===== src/rtl/pattern_seq_gen.sv =====
// Programmable sequence source: up-wrap, down-wrap, bounce or one-shot ramp between lo and hi.
// Latency: first value is valid one cycle after an accepted start; each transfer advances in one cycle.
// Backpressure: out_data/dir hold while out_valid && !out_ready; stop aborts without a done pulse.
module pattern_seq_gen #(
    parameter int WIDTH  = 8,
    parameter int STEP_W = 4,
    parameter int CNT_W  = 16
) (
    input  logic              clk,
    input  logic              rst,
    input  logic              start,
    input  logic              stop,
    input  logic [1:0]        mode,
    input  logic [WIDTH-1:0]  lo,
    input  logic [WIDTH-1:0]  hi,
    input  logic [STEP_W-1:0] step,
    input  logic [CNT_W-1:0]  num_cycles,
    output logic              out_valid,
    input  logic              out_ready,
    output logic [WIDTH-1:0]  out_data,
    output logic              dir,
    output logic              busy,
    output logic              done,
    output logic              cfg_err
);

    // One extra bit so cur+step and lo+step can never wrap past the bounds.
    localparam int EW = WIDTH + 1;

    typedef enum logic [1:0] {
        S_IDLE = 2'd0,
        S_RUN  = 2'd1,
        S_DONE = 2'd2
    } state_t;

    typedef enum logic [1:0] {
        M_UP_WRAP   = 2'd0,
        M_DOWN_WRAP = 2'd1,
        M_BOUNCE    = 2'd2,
        M_ONE_SHOT  = 2'd3
    } mode_t;

    state_t              state_q, state_d;
    mode_t               mode_q, mode_d;
    logic [WIDTH-1:0]    lo_q, lo_d;
    logic [WIDTH-1:0]    hi_q, hi_d;
    logic [STEP_W-1:0]   step_q, step_d;
    logic [CNT_W-1:0]    ncyc_q, ncyc_d;
    logic [CNT_W-1:0]    cnt_q, cnt_d;
    logic [WIDTH-1:0]    data_q, data_d;
    logic                dir_q, dir_d;
    logic                valid_q, valid_d;
    logic                busy_q, busy_d;
    logic                done_q, done_d;
    logic                cfg_err_q, cfg_err_d;

    // Extended-width arithmetic shared by all modes.
    logic [EW-1:0]       cur_e, lo_e, hi_e, step_e;
    logic [EW-1:0]       sum_e, lo_plus_e;
    logic [WIDTH-1:0]    cur_minus, hi_minus;
    logic                sum_above_hi, cur_below, hi_below;

    // Successor of the current value.
    logic [WIDTH-1:0]    nxt_val;
    logic                nxt_dir;
    logic                cyc_done;
    logic                shot_end;
    logic [CNT_W-1:0]    cnt_inc;
    logic                count_end;
    logic                xfer;

    assign xfer = valid_q && out_ready;

    // Bound comparisons in WIDTH+1 bits; the subtractions are only used when they cannot underflow.
    always_comb begin
        cur_e        = {1'b0, data_q};
        lo_e         = {1'b0, lo_q};
        hi_e         = {1'b0, hi_q};
        step_e       = EW'(step_q);
        sum_e        = cur_e + step_e;
        lo_plus_e    = lo_e + step_e;
        cur_minus    = data_q - WIDTH'(step_q);
        hi_minus     = hi_q - WIDTH'(step_q);
        sum_above_hi = sum_e > hi_e;
        cur_below    = cur_e < lo_plus_e;
        hi_below     = hi_e < lo_plus_e;
    end

    // Next value, direction and cycle/end events for a transfer in the current mode.
    always_comb begin
        nxt_val  = data_q;
        nxt_dir  = dir_q;
        cyc_done = 1'b0;
        shot_end = 1'b0;
        case (mode_q)
            M_UP_WRAP: begin
                if (sum_above_hi) begin
                    nxt_val  = lo_q;
                    cyc_done = 1'b1;
                end else begin
                    nxt_val = sum_e[WIDTH-1:0];
                end
            end
            M_DOWN_WRAP: begin
                if (cur_below) begin
                    nxt_val  = hi_q;
                    cyc_done = 1'b1;
                end else begin
                    nxt_val = cur_minus;
                end
            end
            M_BOUNCE: begin
                if (!dir_q) begin
                    if (data_q == hi_q) begin
                        // Turn at the top: hi is emitted once, then head down clamped at lo.
                        nxt_dir = 1'b1;
                        nxt_val = hi_below ? lo_q : hi_minus;
                    end else begin
                        nxt_val = sum_above_hi ? hi_q : sum_e[WIDTH-1:0];
                    end
                end else begin
                    if (data_q == lo_q) begin
                        // Turn at the bottom closes one full triangle.
                        nxt_dir  = 1'b0;
                        nxt_val  = hi_below ? hi_q : lo_plus_e[WIDTH-1:0];
                        cyc_done = 1'b1;
                    end else begin
                        nxt_val = cur_below ? lo_q : cur_minus;
                    end
                end
            end
            default: begin
                if (data_q == hi_q) begin
                    shot_end = 1'b1;
                end else begin
                    nxt_val = sum_above_hi ? hi_q : sum_e[WIDTH-1:0];
                end
            end
        endcase
    end

    // Completed-cycle accounting; num_cycles of zero means run forever.
    always_comb begin
        cnt_inc   = cnt_q + CNT_W'(1);
        count_end = cyc_done && (ncyc_q != '0) && (cnt_inc == ncyc_q);
    end

    // Control FSM next-state: start/config check, advance on transfer, stop and end handling.
    always_comb begin
        state_d   = state_q;
        mode_d    = mode_q;
        lo_d      = lo_q;
        hi_d      = hi_q;
        step_d    = step_q;
        ncyc_d    = ncyc_q;
        cnt_d     = cnt_q;
        data_d    = data_q;
        dir_d     = dir_q;
        valid_d   = valid_q;
        busy_d    = busy_q;
        done_d    = 1'b0;
        cfg_err_d = 1'b0;
        case (state_q)
            S_IDLE: begin
                valid_d = 1'b0;
                busy_d  = 1'b0;
                if (start) begin
                    if ((lo <= hi) && (step != '0)) begin
                        state_d = S_RUN;
                        mode_d  = mode_t'(mode);
                        lo_d    = lo;
                        hi_d    = hi;
                        step_d  = step;
                        ncyc_d  = num_cycles;
                        cnt_d   = '0;
                        valid_d = 1'b1;
                        busy_d  = 1'b1;
                        if (mode_t'(mode) == M_DOWN_WRAP) begin
                            data_d = hi;
                            dir_d  = 1'b1;
                        end else begin
                            data_d = lo;
                            dir_d  = 1'b0;
                        end
                    end else begin
                        cfg_err_d = 1'b1;
                    end
                end
            end
            S_RUN: begin
                if (stop) begin
                    // Abort wins over a count end; a beat taken this cycle still counts as delivered.
                    state_d = S_IDLE;
                    valid_d = 1'b0;
                    busy_d  = 1'b0;
                    cnt_d   = '0;
                end else if (xfer) begin
                    data_d = nxt_val;
                    dir_d  = nxt_dir;
                    if (cyc_done) begin
                        cnt_d = cnt_inc;
                    end
                    if (count_end || shot_end) begin
                        state_d = S_DONE;
                        valid_d = 1'b0;
                        done_d  = 1'b1;
                    end
                end
            end
            S_DONE: begin
                state_d = S_IDLE;
                valid_d = 1'b0;
                busy_d  = 1'b0;
                cnt_d   = '0;
            end
            default: begin
                state_d = S_IDLE;
                valid_d = 1'b0;
                busy_d  = 1'b0;
                cnt_d   = '0;
            end
        endcase
    end

    // All state and registered outputs; reset clears everything immediately.
    always_ff @(posedge clk or negedge rst) begin
        if (!rst) begin
            state_q   <= S_IDLE;
            mode_q    <= M_UP_WRAP;
            lo_q      <= '0;
            hi_q      <= '0;
            step_q    <= '0;
            ncyc_q    <= '0;
            cnt_q     <= '0;
            data_q    <= '0;
            dir_q     <= 1'b0;
            valid_q   <= 1'b0;
            busy_q    <= 1'b0;
            done_q    <= 1'b0;
            cfg_err_q <= 1'b0;
        end else begin
            state_q   <= state_d;
            mode_q    <= mode_d;
            lo_q      <= lo_d;
            hi_q      <= hi_d;
            step_q    <= step_d;
            ncyc_q    <= ncyc_d;
            cnt_q     <= cnt_d;
            data_q    <= data_d;
            dir_q     <= dir_d;
            valid_q   <= valid_d;
            busy_q    <= busy_d;
            done_q    <= done_d;
            cfg_err_q <= cfg_err_d;
        end
    end

    assign out_valid = valid_q;
    assign out_data  = data_q;
    assign dir       = dir_q;
    assign busy      = busy_q;
    assign done      = done_q;
    assign cfg_err   = cfg_err_q;

endmodule

===== config.mk =====
export PLATFORM = sky130hd
export DESIGN_NAME = pattern_seq_gen
export DESIGN_NICKNAME = d
export VERILOG_FILES = /design/src/rtl/pattern_seq_gen.sv
export SDC_FILE = /design/constraint.sdc
export NUM_CORES = 1
export LEC_CHECK = 0
export BUFFER_PORTS_ARGS = -buffer_cell sky130_fd_sc_hd__buf_2
export CAP_MARGIN = 20
export CORE_UTILIZATION = 60
export DETAILED_ROUTE_END_ITERATION = 8
export PLACE_DENSITY_LB_ADDON = 0.12
export SETUP_SLACK_MARGIN = 0.5
export SLEW_MARGIN = 0
export SYNTH_ARGS = -nofsm -noshare
export SYNTH_HDL_FRONTEND = slang
export SYNTH_SLANG_ARGS = --single-unit

===== constraint.sdc =====
create_clock -name clk -period 5.1 [get_ports clk]
set_input_delay 0.255 -clock clk [delete_from_list [all_inputs] [get_ports clk]]
set_output_delay 0.255 -clock clk [all_outputs]
set_load 0.01 [all_outputs]

== Yosys cells after proc, flatten, opt, wreduce, memory -nomap -nowiden ==
Index checks and enable logic that the tools add are counted.

* Flip-flop bits (word level): 69
* Input bits: 43
* Output and inout port bits: 13
* Logic and storage cells: 116

* $add $sub $neg: 5
* Magnitude comparators: 4
* Equal/unequal tests: 17
* Muxes and demuxes: 60
* Reduce and logical (&&, ||, !) cells: 17

{| class="wikitable"
|+ Operators by type and width
! kind !! number
|-
| 8-bit 2-to-1 mux || 15
|-
| 16-bit 2-to-1 mux || 5
|-
| 16-bit one-hot mux with 2 select lines || 1
|-
| 1-bit 2-to-1 mux || 27
|-
| 8-bit one-hot mux with 3 select lines || 1
|-
| 8-bit by 4-bit adder with 9-bit output || 2
|-
| 8-bit by 9-bit less-than comparator with 1-bit output || 2
|-
| 16-bit by 1-bit adder with 16-bit output (second input constant) || 1
|-
| 16-bit equality test || 1
|-
| 8-bit equality test || 2
|-
| 8-bit one-hot mux with 2 select lines || 1
|-
| 16-bit nonzero test || 1
|-
| 8-bit by 4-bit subtractor with 8-bit output || 2
|-
| 2-bit != test (second input constant) || 6
|-
| 6-bit AND reduction || 2
|-
| 2-bit 2-to-1 mux || 5
|-
| 9-bit by 8-bit greater-than comparator with 1-bit output || 1
|-
| 3-bit != test (second input constant) || 3
|-
| 8-bit <= comparator || 1
|-
| 4-bit AND reduction || 2
|-
| 2-bit by 1-bit equality test with 1-bit output (second input constant) || 3
|-
| 1-bit one-hot mux with 2 select lines || 3
|-
| 5-bit != test (second input constant) || 1
|-
| 1-bit logical AND || 4
|-
| other kinds (10) || 11
|}

== Logic depth before layout (Yosys ltp) ==
Gate-level depths: netlist (run 1).

* Depth in word-level cells: 11
* Gate-level depth with buffers: 18
* Gate-level depth less buffers: 16

== Least setup slack after synthesis (run 1) ==
OpenSTA, ideal clock, no wires.

* Path kind: flip-flop to flip-flop
* From: register data_q[2] (netlist: out_data[2])
* To: register data_q[4] (netlist: out_data[4])
* Setup time: 104 ps
* Arrival time: 3945 ps
* Required time: 4996 ps
* Setup slack: 1052 ps
* Stages on the path, launching flop included: 18
* Buffers on the path: 3
* Period minus slack after synthesis: 4048 ps
* Path through: dfrtp_1 ha_1 clkbuf_1 or3b_2 a31oi_1 o21ai_0 xnor2_1 ha_1 nand3_1 o221ai_1 o21bai_1 and2_1 buf_2 buf_2 a21oi_1 a21oi_1 nand4_1 a221oi_1

* Word-level cells in the longest chain between the ends: 9
* Elaborated cells on any way between the ends: 20
* Those cells by class: add/sub (2); order compare (2); eq/ne (3); mux (12); reduce/logical (1)

{| class="wikitable"
|+ RTL lines
! item !! line !! source
|-
| from (decl) || 50 || <nowiki>logic [WIDTH-1:0] data_q, data_d;</nowiki>
|-
| from (signal assigned) || 249 || <nowiki>data_q <= data_d;</nowiki>
|-
| 8-bit by 4-bit adder with 9-bit output || 80 || <nowiki>sum_e = cur_e + step_e;</nowiki>
|-
| 9-bit by 8-bit greater-than comparator with 1-bit output || 84 || <nowiki>sum_above_hi = sum_e > hi_e;</nowiki>
|-
| 8-bit 2-to-1 mux || 119, 136 ||
|-
| 8-bit 2-to-1 mux || 114 || <nowiki>if (data_q == hi_q) begin</nowiki>
|-
| 8-bit 2-to-1 mux || 113 || <nowiki>if (!dir_q) begin</nowiki>
|-
| 8-bit one-hot mux with 3 select lines || 95 || <nowiki>case (mode_q)</nowiki>
|-
| 8-bit 2-to-1 mux || 197 || <nowiki>end else if (xfer) begin</nowiki>
|-
| 8-bit 2-to-1 mux || 191 || <nowiki>if (stop) begin</nowiki>
|-
| 8-bit one-hot mux with 2 select lines || 163 || <nowiki>case (state_q)</nowiki>
|}

Several ways; a longest one is shown, not always the timed one. The select of a mux whose other input is x is not followed.
A chain may end at the register's enable or synchronous reset.

== Worst setup path in the final report (run 1) ==
* From: register step_q[3]
* To: register cnt_q[15]

* Word-level cells in the longest chain between the ends: 6
* Elaborated cells on any way between the ends: 9
* Those cells by class: add/sub (2); order compare (2); eq/ne (1); mux (3); reduce/logical (1)

{| class="wikitable"
|+ RTL lines
! item !! line !! source
|-
| from (decl) || 47 || <nowiki>logic [STEP_W-1:0] step_q, step_d;</nowiki>
|-
| from (signal assigned) || 246 || <nowiki>step_q <= step_d;</nowiki>
|-
| 8-bit by 4-bit adder with 9-bit output (on tied branches) || 81, 80 ||
|-
| 8-bit by 9-bit less-than comparator with 1-bit output or 9-bit by 8-bit greater-than comparator with 1-bit output (tied branches) || 85, 84 ||
|-
| 1-bit 2-to-1 mux (on tied branches) || 105, 97 ||
|-
| 1-bit one-hot mux with 3 select lines (*) || 95 ||
|-
| 3-bit != test (no source line) (*) || - ||
|-
| 4-bit AND reduction (no source line) (*) || - ||
|-
| to (signal assigned) || 248 || <nowiki>cnt_q <= cnt_d;</nowiki>
|-
| to (decl) || 49 || <nowiki>logic [CNT_W-1:0] cnt_q, cnt_d;</nowiki>
|}

Every way passes the cells marked *; elsewhere a longest branch is shown, timed or not.

==> implementation parameters, run 1 <==
Parameter                              Value

Status
  Outcome ... completed

Routing
  Router iterations before antenna repair ... 7
  Post-DR vias/cell ... 6.75
  Wire length per cell ... ~22 um
  Final Routed Wirelength ... about 20000 um
  Overall via count from detail_route ... between 6000 and 7000
  Antenna-violating nets left ... 0
  Number of DRC violations after detailed routing ... 0
  Count of routing violations after the opening detailed-route iteration ... about 710

Synthesis
  Cell types with the largest area share after synthesis ... sky130_fd_sc_hd__dfrtp_1 (28%), sky130_fd_sc_hd__ha_1 (9.2%), sky130_fd_sc_hd__xnor2_1 (5.4%)
  Count of flip-flops with a built-in enable after synthesis ... 0
  Distinct cell type count of the synthesized netlist ... 64
  Cell accounting for the most synthesized area ... sky130_fd_sc_hd__dfrtp_1
  Sequential element share of the synthesized area ... between 20% and 30%
  Prevailing post-synth register cell ... sky130_fd_sc_hd__dfrtp_1
  Post-synthesis instance total ... ~730
  Mean instance size in the synthesized netlist ... about 8.4 sq um
  Post-synth ARST share ... 100%
  Area fraction of the dominant cell type after synthesis ... between 20% and 30%
  Synthesis-stage register bit count ... 69
  Net count of the mapped netlist ... a little over 800
  Area of the mapped netlist ... approximately 6000 sq um
  Warnings from Yosys ... 0

Placement
  Routability congestion estimate ... slightly above 1
  IO buf count ... 55
  Post-detailed-placement half-perimeter wirelength ... 14900 um

Timing
  Post-route clock skew ... 0.0144 ns
  Final critical delay including setup and external delays ... about 4.4 ns
  Setup violation total in the final timing report ... 0
  Max-slew violations ... 0
  Fraction of the cycle the final worst path needs ... between 80% and 90%
  Peak clock frequency supported by timing ... about 230 MHz
  Headroom to the max-slew limit ... 31.2%
  Actual transition at the worst max-transition pin ... 1.03 ns
  RSZ-0062 raised after global routing ... true
  Sum of negative setup slack ... 0 ns
  Fin. Hold Viols ... 0

Global route
  Vias in the first global route ... 5596
  Initial antenna violation count ... 0
  Maximum number of pins on one net before global-route repair ... 70
  Global router's overall resource usage ... 38.4%
  First-pass GRT wire length ... about 30000 um
  Overall overflow remaining after global route ... 0

Worst setup path
  Family with the most delay on the worst path ... compound AO/OA/AOI/OAI gates
  WP buf/inv ... 3
  Slowest stage cell, crit path ... sky130_fd_sc_hd__dfrtp_1
  WP data arrival ... ~4.6 ns
  Critical path, cell by cell ... inv_1 -> ha_1 -> nor2b_1 -> a21oi_1 -> and3_1 -> xor2_2 -> ha_1 -> nand3_1 -> a211oi_2 -> o21bai_4 -> and2_2 -> buf_4 -> o221ai_4 -> nand4_1 -> buf_4 -> o311ai_1 -> o41ai_1
  Startpoint class of the critical path ... flip-flop
  Critical Path Fanout Max ... 16
  Type of destination of the critical path ... flip-flop
  Largest stage delay, worst path ... between 0.4 and 0.5 ns
  Kind of critical path ... reg2reg
  Launching element of the worst setup path ... step_q[3]
  Worst flop-to-flop path startpoint ... step_q[3]
  Data required time of the critical path ... between 5 and 6 ns

Finish
  Ant. Diodes ... 0
  Area added between synthesis and finish ... 10.4%
  Number of nets at the end of the flow ... 858
  Ratio of cells with drive above 1 in the final layout ... roughly 17%
  Count of fill cells added during filler insertion ... about 850
  Leading cell type in the layout, fill and taps excluded ... sky130_fd_sc_hd__dfrtp_1
  Most frequent cells in the layout ... sky130_fd_sc_hd__dfrtp_1 (68), sky130_fd_sc_hd__a21oi_1 (58), sky130_fd_sc_hd__o21ai_0 (56), sky130_fd_sc_hd__buf_2 (55), sky130_fd_sc_hd__nor2_1 (50)

Floorplanning
  Die Ht ... 103 um
  Number of placement rows ... 36
  Width of the die ... slightly above 100 um
  Initial Utilization ... 62.2%
  Die Footprint ... between 10000 and 15000 sq um
  CORE AREA ... about 9800 sq um
  I/O Pins ... between 50 and 60

CTS
  Number of sinks handled by clock tree synthesis ... between 60 and 70
  Maximum buffer depth of the clock tree ... 2
  Clock-pin slew reported for the worst setup and hold paths after clock tree synthesis ... approximately 0.070 ns
  CTS tree ... yes
  Clock latency of the later-clocked register in the worst-skew pair ... roughly 0.37 ns
  Cell chosen for the clock root ... sky130_fd_sc_hd__clkbuf_8
  CTS Buf Count ... 9
  Count of hold-fix buffers inserted at cts ... 0
  Maximum level of the CTS H-tree ... 3

Run
  Max-Cap Viols ... 0

Min path
  Type of the tightest min-delay check ... in2async
[what timing repair did]
action                                  4_1_cts  5_1_grt
endpoints found under the setup margin       22       26
gates cloned                                  0        0
setup buffers                                 0        0
pin swaps                                     0        3
gates resized for setup                       4       13
[Yosys cell counts, drive strengths merged (24+ instances only)]
| cell | number |
|---|---|
| xor2 | 24 |
| ha | 45 |
| clkbuf | 28 |
| xnor2 | 38 |
| o21ai | 57 |
| nand2 | 49 |
| nor2 | 51 |
| dfrtp | 69 |
| mux2 | 26 |
| a21oi | 59 |
| inv | 38 |
[sequential cells by signal, indices dropped and copies added, names as in the netlist]
signal and flops:
busy 1, cfg_err 1, cnt_q 16, dir 1
done 1, hi_q 8, lo_q 8, mode_q 2
ncyc_q 16, out_data 8, out_valid 1, state_q 2
step_q 4
[metal layers]
| metal | GRT usage, % | wire [um] | up-vias |
|---|---|---|---|
| met5 | 0 | 0 | - |
| met1 | 56.1 | 8670 | 2888 |
| li1 | - | - | 2762 |
| met3 | 11.7 | 2270 | 56 |
| met2 | 53.5 | 8110 | 387 |
| met4 | 12.9 | 533 | 0 |
[cell families (layout without fill, tap and decap cells)]
logic type / after synthesis / in the layout / share of synthesized area (%)
xor gates and xnor gates: 62 / 62 / 8.88
muxes: 32 / 32 / 5.77
adders and majority gates: 49 / 49 / 10.5
and+or+nand+nor: 204 / 204 / 16.4
buffers and inverters: 75 / 118 / 4.87
AOI/OAI and AO/OA: 236 / 236 / 25.3
DFF: 69 / 69 / 28.2
[layout make-up]
class	count	area [sq um]	share of cell area, %
clock buffer	11	141	2.09
inverter	38	143	2.11
clock inverter	4	48.8	0.723
timing repair buffer	65	350	5.19
tap	133	166	2.47
sequential	69	1730	25.6
multi-input combinational	583	4170	61.8
[metrics by stage]
step / area, sq um / hold WS (ns) / setup slack (ns) / utilization [%] / instances
floorplan: 6110 / -0.0406 / 1.05 / - / 727
global placement: 6490 / 0.461 / 0.607 / 66.1 / 888
detailed placement: 6490 / 0.483 / 0.352 / 66.1 / 888
CTS: 6690 / 0.111 / 0.520 / 68.1 / 903
global route: 6750 / 0.122 / 0.490 / 68.7 / 903
finish: 6750 / 0.0918 / 0.718 / 68.7 / 903
[path summary, 6_finish.rpt]
| kind | slack, ns | cells past startpoint | to |
|---|---|---|---|
| min in group clk | 0.11 | 2 | ncyc_q[11] |
| worst min-delay path | 0.09 | 2 | step_q[2] |
| worst min register to register | 0.49 | 1 | busy |
| worst max register to register | 0.72 | 17 | cnt_q[15] |
| max in group asynchronous | 4.38 | 2 | out_data[2] |
| worst max-delay path | 0.72 | 17 | cnt_q[15] |
Power of run 1 is not shown: default switching activity piles up to over one toggle a cycle in this logic, so the estimate is an artifact.
==> inputs of run 2 (changes only) <==
--- a/config.mk
+++ b/config.mk
@@ -7,11 +7,11 @@
 export LEC_CHECK = 0
 export BUFFER_PORTS_ARGS = -buffer_cell sky130_fd_sc_hd__buf_2
 export CAP_MARGIN = 20
-export CORE_UTILIZATION = 60
+export CORE_UTILIZATION = 56
+export CTS_CLUSTER_SIZE = 25
 export DETAILED_ROUTE_END_ITERATION = 8
 export PLACE_DENSITY_LB_ADDON = 0.12
 export SETUP_SLACK_MARGIN = 0.5
-export SLEW_MARGIN = 0
 export SYNTH_ARGS = -nofsm -noshare
 export SYNTH_HDL_FRONTEND = slang
 export SYNTH_SLANG_ARGS = --single-unit
==> run 2 against run 1 <==
Effect of this change:
- setup slack gained 0.034 ns
- final area grew 0.76%
- first-iteration DRC count shrank 22%
- clock skew shrank 0.00057 ns
- die area grew 7.0%
- non-clock buffer count grew 2
- core utilization shrank 3.7 points
- critical path depth shrank 1
- largest cell class unchanged
==> implementation parameters, run 2 (synthesis results as in run 1) <==
Parameter                              Value

Status
  Outcome ... completed (unchanged)

Global route
  Global router's overall resource usage ... 36.1% (was 38.4%)
  Vias in the first global route ... 5792 (was 5596)
  Initial antenna violation count ... 0 (unchanged)
  First-pass GRT wire length ... 31000 um (was 30100 um)
  Maximum number of pins on one net before global-route repair ... 70 (unchanged)
  Overall overflow remaining after global route ... 0 (unchanged)

Timing
  Fin. Hold Viols ... 0 (unchanged)
  Actual transition at the worst max-transition pin ... 0.914 ns (was 1.03 ns)
  Peak clock frequency supported by timing ... 230 MHz (was 228 MHz)
  Fraction of the cycle the final worst path needs ... 85.2% (was 85.9%)
  Post-route clock skew ... 0.0139 ns (was 0.0144 ns)
  Setup violation total in the final timing report ... 0 (unchanged)
  Max-slew violations ... 0 (unchanged)
  Final critical delay including setup and external delays ... 4.35 ns (was 4.38 ns)
  RSZ-0062 raised after global routing ... false (was true)
  Headroom to the max-slew limit ... 38.9% (was 31.2%)
  Sum of negative setup slack ... 0 ns (unchanged)

Routing
  Overall via count from detail_route ... 6131 (was 6093)
  Post-DR vias/cell ... 6.75 (about the same)
  Final Routed Wirelength ... 20000 um (was 19600 um)
  Router iterations before antenna repair ... 5 (was 7)
  Count of routing violations after the opening detailed-route iteration ... 554 (was 708)
  Wire length per cell ... 22.1 um (was 21.7 um)
  Number of DRC violations after detailed routing ... 0 (unchanged)
  Antenna-violating nets left ... 0 (unchanged)

CTS
  CTS Buf Count ... 9 (unchanged)
  Maximum buffer depth of the clock tree ... 2 (unchanged)
  Number of sinks handled by clock tree synthesis ... 69 (unchanged)
  Cell chosen for the clock root ... sky130_fd_sc_hd__clkbuf_8 (unchanged)
  Clock latency of the later-clocked register in the worst-skew pair ... 0.36 ns (was 0.37 ns)
  CTS tree ... yes (unchanged)
  Number of buffers inserted to repair setup after CTS ... 0 (unchanged)
  Maximum level of the CTS H-tree ... 3 (unchanged)
  Count of hold-fix buffers inserted at cts ... 0 (unchanged)
  Clock-pin slew reported for the worst setup and hold paths after clock tree synthesis ... 0.08 ns (was 0.07 ns)

Finish
  Count of fill cells added during filler insertion ... 925 (was 849)
  Most frequent cells in the layout ... sky130_fd_sc_hd__dfrtp_1 (65), sky130_fd_sc_hd__a21oi_1 (58), sky130_fd_sc_hd__o21ai_0 (56), sky130_fd_sc_hd__buf_2 (55), sky130_fd_sc_hd__nor2_1 (50) (was sky130_fd_sc_hd__dfrtp_1 (68), sky130_fd_sc_hd__a21oi_1 (58), sky130_fd_sc_hd__o21ai_0 (56), sky130_fd_sc_hd__buf_2 (55), sky130_fd_sc_hd__nor2_1 (50))
  Leading cell type in the layout, fill and taps excluded ... sky130_fd_sc_hd__dfrtp_1 (unchanged)
  Number of nets at the end of the flow ... 860 (was 858)
  Area added between synthesis and finish ... 11.3% (was 10.4%)
  Ant. Diodes ... 0 (unchanged)
  Regs by FF count ... cnt_q: 16 flops, ncyc_q: 16 flops (unchanged)
  Ratio of cells with drive above 1 in the final layout ... 17.5% (was 17.0%)

Worst setup path
  Critical Path Fanout Max ... 23 (was 16)
  Startpoint class of the critical path ... flip-flop (unchanged)
  Type of destination of the critical path ... flip-flop (unchanged)
  Data required time of the critical path ... 5.39 ns (was 5.33 ns)
  WP data arrival ... 4.63 ns (was 4.61 ns)
  Length in cells of the worst reg-to-reg path ... 16 (was 17)
  Kind of critical path ... reg2reg (unchanged)

Floorplanning
  I/O Pins ... 56 (unchanged)
  Width of the die ... 106 um (was 103 um)
  Die Footprint ... 11300 sq um (was 10600 sq um)
  Die Ht ... 106 um (was 103 um)
  Number of placement rows ... 37 (was 36)
  Initial Utilization ... 58.4% (was 62.2%)
  CORE AREA ... 10500 sq um (was 9820 sq um)

Placement
  IO buf count ... 55 (unchanged)
  Post-detailed-placement half-perimeter wirelength ... 15200 um (was 14900 um)
  Routability congestion estimate ... 0.935 (was 1.01)

Run
  Max-Cap Viols ... 0 (unchanged)

Min path
  Type of the tightest min-delay check ... in2async (unchanged)
-- run 2: changes by cell type in the layout (fill, tap and decap cells not counted), sizes merged --
cell / previous run / this run
clkbuf: 11 / 9
bufinv: 1 / 3
buf: 65 / 67
-- run 2: metrics by stage --
| stage | cells | area (sq um) | setup slack (ns) | util (%) | hold WS, ns |
|---|---|---|---|---|---|
| global route | 908 | 6800 | 0.506 | 65.0 | 0.113 |
| floorplan | 727 | 6110 | 1.05 | - | -0.0406 |
| global placement | 893 | 6510 | 0.555 | 62.2 | 0.460 |
| CTS | 908 | 6750 | 0.530 | 64.5 | 0.113 |
| finish | 908 | 6800 | 0.752 | 65.0 | 0.103 |
| detailed placement | 893 | 6510 | 0.414 | 62.2 | 0.469 |
-- run 2: what timing repair did --
action / 4_1_cts / 5_1_grt
pin swaps: 0 / 2
gates cloned: 0 / 0
resized for setup: 1 / 16
setup endpoints to repair: 4 / 27
-- run 2: path summary, 6_finish.rpt --
path | from | end | slack, ns
worst min register to register | busy | busy | 0.48
worst max-delay path | step_q[0] | out_data[7] | 0.75
min in group clk | hi[1] | hi_q[1] | 0.12
worst max register to register | step_q[0] | out_data[7] | 0.75
max in group asynchronous | rst | lo_q[0] | 4.34
worst min-delay path | rst | hi_q[6] | 0.10
-- run 2: area by class of cell --
class	instances	area (sq um)	share of cell area, %
Timing Repair Buffer	67	365	5.37
Clock inverter	6	113	1.66
Tap cell	136	170	2.50
Sequential cell	69	1730	25.5
Inverter	38	143	2.10
Clock buffer	9	124	1.82
Multi-Input combinational cell	583	4160	61.1
-- run 2: critical path: stages (launching register included) --
cell and delay [ns]:
sky130_fd_sc_hd__dfrtp_2 0.45, sky130_fd_sc_hd__ha_1 0.22, sky130_fd_sc_hd__inv_1 0.07, sky130_fd_sc_hd__fa_1 0.41, sky130_fd_sc_hd__nand2b_1 0.18, sky130_fd_sc_hd__a21oi_2 0.20, sky130_fd_sc_hd__xnor2_1 0.23, sky130_fd_sc_hd__ha_1 0.31
sky130_fd_sc_hd__a211oi_1 0.27, sky130_fd_sc_hd__o21ai_0 0.17, sky130_fd_sc_hd__a311oi_2 0.43, sky130_fd_sc_hd__a211oi_4 0.15, sky130_fd_sc_hd__buf_4 0.25, sky130_fd_sc_hd__a32o_1 0.26, sky130_fd_sc_hd__a211o_1 0.27, sky130_fd_sc_hd__nor3_1 0.19
sky130_fd_sc_hd__o221a_2 0.20
-- run 2: layer usage --
metal	vias to the layer above	wire length (um)	GRT usage, %
li1	2759	-	-
met1	2925	8560	50.5
met2	383	8410	51.8
met3	64	2340	10.6
met4	0	724	14.5
met5	-	0	0
Power of run 2 is left out for the same reason.
